### src/rtl/data_mem_pkg.sv
// data_mem_pkg: shared widths and enums for the data SRAM controller.
package data_mem_pkg;
   localparam int ADDR_W = 21;
   localparam int DATA_W = 16;

   typedef enum logic [1:0] {IDLE, SETUP, ACCESS, HOLD} state_t;
   typedef enum logic {GNT_A, GNT_B} grant_t;
endpackage

### src/rtl/rr_arbiter2.sv
// rr_arbiter2: two-requester round-robin grant; bit 0 = port A, bit 1 = port B.
module rr_arbiter2 import data_mem_pkg::*; (
   input  logic       clk,
   input  logic       reset,
   input  logic [1:0] req,
   input  logic       advance,
   output logic [1:0] gnt
);
   grant_t last_grant_q, last_grant_d;

   always_comb begin
      gnt = (req == 2'b11) ? ((last_grant_q == GNT_B) ? 2'b01 : 2'b10) : req;
      last_grant_d = !advance ? last_grant_q : gnt[1] ? GNT_B : gnt[0] ? GNT_A : last_grant_q;
   end

   always_ff @(posedge clk) begin
      if (!reset) last_grant_q <= GNT_B;
      else last_grant_q <= last_grant_d;
   end
endmodule

### src/rtl/data_mem_ctrl.sv
// data_mem_ctrl: shares the data SRAM between the core (A) and DMA (B) with a
// setup/access/hold strobe sequence and a one-cycle response pulse.
module data_mem_ctrl #(
   parameter int ADDR_W      = data_mem_pkg::ADDR_W,
   parameter int DATA_W      = data_mem_pkg::DATA_W,
   parameter int WAIT_STATES = 1
) (
   input  logic              clk,
   input  logic              reset,
   input  logic              a_req_valid,
   output logic              a_req_ready,
   input  logic              a_req_we,
   input  logic [ADDR_W-1:0] a_req_addr,
   input  logic [DATA_W-1:0] a_req_wdata,
   output logic              a_resp_valid,
   output logic [DATA_W-1:0] a_resp_rdata,
   input  logic              b_req_valid,
   output logic              b_req_ready,
   input  logic              b_req_we,
   input  logic [ADDR_W-1:0] b_req_addr,
   input  logic [DATA_W-1:0] b_req_wdata,
   output logic              b_resp_valid,
   output logic [DATA_W-1:0] b_resp_rdata,
   output logic [ADDR_W-1:0] mem_addr,
   output logic [DATA_W-1:0] mem_din,
   input  logic [DATA_W-1:0] mem_dout,
   output logic              mem_we,
   output logic              mem_cs,
   output logic              mem_oe,
   output logic              busy
);
   import data_mem_pkg::*;

   if (WAIT_STATES < 1 || WAIT_STATES > 15) begin : g_bad_wait_states
      $error("data_mem_ctrl: WAIT_STATES must be within 1..15");
   end

   state_t              state_q, state_d;
   grant_t              gid_q, gid_d;
   logic                we_q, we_d;
   logic [ADDR_W-1:0]   addr_q, addr_d;
   logic [DATA_W-1:0]   wdata_q, wdata_d;
   logic [3:0]          cnt_q, cnt_d;
   logic [ADDR_W-1:0]   mem_addr_q, mem_addr_d;
   logic [DATA_W-1:0]   mem_din_q, mem_din_d;
   logic                mem_we_q, mem_we_d;
   logic                mem_cs_q, mem_cs_d;
   logic                mem_oe_q, mem_oe_d;
   logic                a_resp_valid_q, a_resp_valid_d;
   logic                b_resp_valid_q, b_resp_valid_d;
   logic [DATA_W-1:0]   a_resp_rdata_q, a_resp_rdata_d;
   logic [DATA_W-1:0]   b_resp_rdata_q, b_resp_rdata_d;
   logic [1:0]          gnt;
   logic                hs;
   logic                cap;

   rr_arbiter2 u_arb (
      .clk     (clk),
      .reset   (reset),
      .req     ({b_req_valid, a_req_valid}),
      .advance (hs),
      .gnt     (gnt)
   );

   assign hs          = (state_q == IDLE) && (gnt != 2'b00);
   assign a_req_ready = (state_q == IDLE) && gnt[0];
   assign b_req_ready = (state_q == IDLE) && gnt[1];

   always_comb begin
      state_d = state_q;
      gid_d   = gid_q;
      we_d    = we_q;
      addr_d  = addr_q;
      wdata_d = wdata_q;
      cnt_d   = cnt_q;
      case (state_q)
         IDLE: if (hs) begin
            state_d = SETUP;
            gid_d   = gnt[1] ? GNT_B : GNT_A;
            we_d    = gnt[1] ? b_req_we : a_req_we;
            addr_d  = gnt[1] ? b_req_addr : a_req_addr;
            wdata_d = gnt[1] ? b_req_wdata : a_req_wdata;
         end
         SETUP: begin
            state_d = ACCESS;
            cnt_d   = 4'(WAIT_STATES - 1);
         end
         ACCESS: if (cnt_q == 4'd0) state_d = HOLD; else cnt_d = cnt_q - 4'd1;
         default: state_d = IDLE;
      endcase
      // Strobes are computed from the next state so they leave a flop aligned with it.
      mem_cs_d       = state_d != IDLE;
      mem_oe_d       = (state_d == SETUP || state_d == ACCESS) && !we_d;
      mem_we_d       = (state_d == ACCESS) && we_d;
      mem_addr_d     = addr_d;
      mem_din_d      = wdata_d;
      a_resp_valid_d = (state_d == HOLD) && (gid_d == GNT_A);
      b_resp_valid_d = (state_d == HOLD) && (gid_d == GNT_B);
      cap            = (state_q == ACCESS) && (cnt_q == 4'd0) && !we_q;
      a_resp_rdata_d = (cap && gid_q == GNT_A) ? mem_dout : a_resp_rdata_q;
      b_resp_rdata_d = (cap && gid_q == GNT_B) ? mem_dout : b_resp_rdata_q;
   end

   always_ff @(posedge clk) begin
      if (!reset) begin
         state_q        <= IDLE;
         gid_q          <= GNT_A;
         we_q           <= 1'b0;
         addr_q         <= '0;
         wdata_q        <= '0;
         cnt_q          <= '0;
         mem_addr_q     <= '0;
         mem_din_q      <= '0;
         mem_we_q       <= 1'b0;
         mem_cs_q       <= 1'b0;
         mem_oe_q       <= 1'b0;
         a_resp_valid_q <= 1'b0;
         b_resp_valid_q <= 1'b0;
         a_resp_rdata_q <= '0;
         b_resp_rdata_q <= '0;
      end else begin
         state_q        <= state_d;
         gid_q          <= gid_d;
         we_q           <= we_d;
         addr_q         <= addr_d;
         wdata_q        <= wdata_d;
         cnt_q          <= cnt_d;
         mem_addr_q     <= mem_addr_d;
         mem_din_q      <= mem_din_d;
         mem_we_q       <= mem_we_d;
         mem_cs_q       <= mem_cs_d;
         mem_oe_q       <= mem_oe_d;
         a_resp_valid_q <= a_resp_valid_d;
         b_resp_valid_q <= b_resp_valid_d;
         a_resp_rdata_q <= a_resp_rdata_d;
         b_resp_rdata_q <= b_resp_rdata_d;
      end
   end

   assign mem_addr     = mem_addr_q;
   assign mem_din      = mem_din_q;
   assign mem_we       = mem_we_q;
   assign mem_cs       = mem_cs_q;
   assign mem_oe       = mem_oe_q;
   assign a_resp_valid = a_resp_valid_q;
   assign b_resp_valid = b_resp_valid_q;
   assign a_resp_rdata = a_resp_rdata_q;
   assign b_resp_rdata = b_resp_rdata_q;
   assign busy         = state_q != IDLE;
endmodule

### config.mk
export PLATFORM = sky130hd
export DESIGN_NAME = data_mem_ctrl
export DESIGN_NICKNAME = d
export VERILOG_FILES = /design/src/rtl/data_mem_pkg.sv /design/src/rtl/rr_arbiter2.sv /design/src/rtl/data_mem_ctrl.sv
export SDC_FILE = /design/constraint.sdc
export NUM_CORES = 1
export LEC_CHECK = 0
export ABC_AREA = 1
export BUFFER_PORTS_ARGS = -buffer_cell sky130_fd_sc_hd__clkbuf_2
export CAP_MARGIN = 5
export CELL_PAD_IN_SITES_DETAIL_PLACEMENT = 1
export CELL_PAD_IN_SITES_GLOBAL_PLACEMENT = 2
export CORE_MARGIN = 3
export CORE_UTILIZATION = 25
export CTS_CLUSTER_DIAMETER = 100
export DETAILED_ROUTE_END_ITERATION = 12
export PLACE_DENSITY = 0.93
export SLEW_MARGIN = 0
export SYNTH_ARGS = -nofsm -noshare
export SYNTH_HDL_FRONTEND = slang
export SYNTH_SLANG_ARGS = --single-unit
### constraint.sdc
create_clock -name clk -period 2.4 [get_ports clk]
set_clock_uncertainty 0.15 [all_clocks]
set_input_delay 0 -clock clk [delete_from_list [all_inputs] [get_ports clk]]
set_output_delay 0 -clock clk [all_outputs]
set_load 0.005 [all_outputs]
==> run_results.csv <==
group,metric,value,unit
outcome,status,"finished clean",
clock_network,cts_root_buf,"clkbuf_16",
clock_network,cts_buffers,9,
worst_hold_path,hp-start,"reset",
cells_and_area,finalNetCount,931,
route,drtIter0Drc,189,
power_and_ir_drop,p_per_area,891.8,nW/um^2
clock_network,htreeDepth,3,
cells_and_area,regArea,1662,sq um
placed_design,place_inst,933,
synthesis,avgSynthCellArea,6.990,sq um
worst_hold_path,hp-class,"in -> reg",
cells_and_area,area_growth,55.47,%
setup_path,cp.required,2.52,ns
synthesis,synth_seq_area_share,0.4113,
route,ant_nets,0,
global_route,grt_antenna_before_repair,1,
synthesis,yosysWarnings,0,
synthesis,synth_nets,682,
power_and_ir_drop,p_int,3444,uW
power_and_ir_drop,seqPwrFrac,0.340,
floorplanning,rows,45,
sta,setup_tns,0,ns
power_and_ir_drop,swShare,0.3852,
setup_path,crit_arrival,2.37,ns
route,via_count,4662,
sta,maxClockFrequency,0.4439,GHz
route,drtPass1Iterations,4,
clock_network,clk_pin_slew,0.06,ns
route,drc,0,
clock_network,clk_path_buf_depth,2,
setup_path,regToRegStartpoint,"state_q[0]",
power_and_ir_drop,switchingPower,2158,uW
power_and_ir_drop,leakagePower,0.003121,uW
setup_path,reg2regPathDepth,8,
clock_network,clock_latency,0.34,ns
synthesis,syn_inst,578,
setup_path,ff2ff_setup_slack,0.15,ns
global_route,grt_pass1_wl,25100,um
global_route,grt_max_degree,39,
power_and_ir_drop,pwr-share-comb,0.431,
floorplanning,start_util,0.2609,
worst_hold_path,min_path_cells,3,
sta,finalSetupViolCount,0,
sta,relSlewSlack,0.5482,
cells_and_area,layout_commonest_cell,"clkbuf_2",
global_route,grt_use_total,0.1736,
global_route,grt-ovfl-total,0,
cells_and_area,multi_input_area,1907,sq um
floorplanning,dieArea,17720,sq um
cells_and_area,final_cell_mix,"clkbuf_2 (172), nand2_1 (128), dlygate4sd3_1 (94)",
placed_design,hpwl,9804,um
cells_and_area,drive_gt1_frac,0.2524,
worst_hold_path,hold_end,"u_arb.last_grant_q",
global_route,grt_pass1_vias,5020,
cells_and_area,nFillCells,1969,
floorplanning,core,15480,sq um
clock_network,cts_setup_buffers,0,
setup_path,crit_path_end_kind,"flop",
power_and_ir_drop,pwr-share-clk,0.229,
setup_path,setup.worst_path.start_class,"flop",
sta,worst_pin_slew,0.6768,ns
synthesis,ys_types,24,
sta,post-route-period-util,0.9387,
setup_path,worst-path-max-fanout,21,
placed_design,gp_congestion,0.7445,
floorplanning,die_height,133.1,um
power_and_ir_drop,vdd_drop_max,0.3641,mV
sta,finalMaxSlewViolations,0,
route,postRouteWirelength,15430,um
clock_network,clock-sinks,83,
route,viasPerCell,4.466,
clock_network,cts_tree,"done",
placed_design,io_buffers,172,
sta,rsz0062_at_grt,"false",
floorplanning,die_w,133.1,um
sta,finalHoldViolations,0,
cells_and_area,fin_cells,1044,
synthesis,netlist_area,4040,sq um
floorplanning,io_pins,173,
setup_path,path_class,"reg -> reg",
setup_path,r2r-end,"mem_addr[4]",
route,wl_per_cell,14.78,um
synthesis,ys_seq_elements,83,
sta,period_needed,2.253,ns
run,drv_cap,0,
-- cell type report --
type | count | area share
Timing Repair Buffer | 278 | 0.3012
Tap cell | 211 | 0.04203
Sequential cell | 83 | 0.2645
Clock inverter | 5 | 0.005976
Clock buffer | 11 | 0.03705
Multi-Input combinational cell | 380 | 0.3036
Inverter | 75 | 0.04522
Antenna cell | 1 | 0.0003984
-- worst max-delay path, cell delays in order (launching register included) --
cell and delay [ns]:
dfxtp_1 0.34, inv_1 0.11, ha_1 0.28, o21ai_4 0.12, inv_4 0.22, buf_4 0.20, nand3_1 0.08, dlygate4sd3_1 0.57
a21oi_1 0.13
-- state kept, by name, indices dropped and copies added, names as in the netlist, 2 cells and up --
| signal | flops |
|---|---|
| mem_din | 16 |
| b_resp_rdata | 16 |
| a_resp_rdata | 16 |
| cnt_q | 4 |
| mem_addr | 21 |
| state_q | 2 |
-- power by group through the flow --
stage                     combinational (uW)  clock, uW  sequential (uW)
after CTS                               2390       1320             1910
final                                   2410       1280             1910
after global placement                  2060          0             1920
after global routing                    2710       1380             1950
after floorplan                         1340          0             1920
after detailed placement                2090          0             1930
-- synthesized netlist by cell type (all sizes together) --
library cell	number	share of area
nand3b	37	0.069
clkinv	1	0.00093
ha	8	0.025
nand2	131	0.12
a21oi	44	0.055
inv	74	0.069
o21ai	2	0.0034
nor3	1	0.0012
dfxtp	83	0.41
nor2	81	0.087
clkbuf	13	0.012
buf	27	0.037
or2	1	0.0015
nand4	32	0.050
xor2	1	0.0022
nand3	42	0.052
-- cells by family (layout without fill, tap and decap cells) --
kind of cell,after synthesis,after routing,synth area share
AND/OR/NAND/NOR,325,325,0.3853
buffers and inverters,115,369,0.1186
XOR/XNOR,1,1,0.002168
flip-flops,83,83,0.4113
other,0,1,0
adder cells (fa/ha/maj),8,8,0.02478
AO/OA/AOI/OAI,46,46,0.05791
-- per-stage QoR --
| step | setup slack, ns | instance area [sq um] | hold slack (ns) | total power (uW) | util |
|---|---|---|---|---|---|
| floorplan | 0.7176 | 4040 | -0.07572 | 3261 | - |
| global placement | 0.5478 | 5065 | 0.1891 | 3987 | 0.3271 |
| detailed placement | 0.4803 | 5065 | 0.1966 | 4025 | 0.3271 |
| CTS | 0.04720 | 6276 | 0.001651 | 5623 | 0.4053 |
| global route | 0.004027 | 6281 | 0.01924 | 6047 | 0.4057 |
| finish | 0.1470 | 6281 | 0.003522 | 5602 | 0.4057 |
-- worst max-delay path by stage --
| stage | startpoint | end | slack, ns | cells after the start |
|---|---|---|---|---|
| final | state_q[0] | mem_addr[4] | 0.15 | 8 |
| after global routing | a_req_valid | mem_din[1] | 0.004 | 9 |
| after CTS | state_q[0] | mem_din[2] | 0.05 | 8 |
| after detailed placement | state_q[0] | mem_addr[18] | 0.48 | 7 |
| after global placement | state_q[0] | mem_oe | 0.55 | 10 |
| after floorplan | state_q[0] | a_resp_valid | 0.72 | 11 |
-- repair_timing --
item                                    4_1_cts  5_1_grt
hold endpoints to repair                     72        0
endpoints found under the setup margin        0       13
resized for setup                             0        2
hold buffers                                 94        0
-- per-layer routing --
layer / up-vias / share of wire / routed length, um / global-route usage
met4: 0 / 0.029 / 440 / 0.05943
met1: 2154 / 0.40 / 6173 / 0.1949
met2: 150 / 0.50 / 7776 / 0.3090
li1: 2327 / - / - / -
met3: 31 / 0.068 / 1042 / 0.05665
met5: - / 0 / 0 / 0
Note: power is estimated with default switching activity, not from simulation.
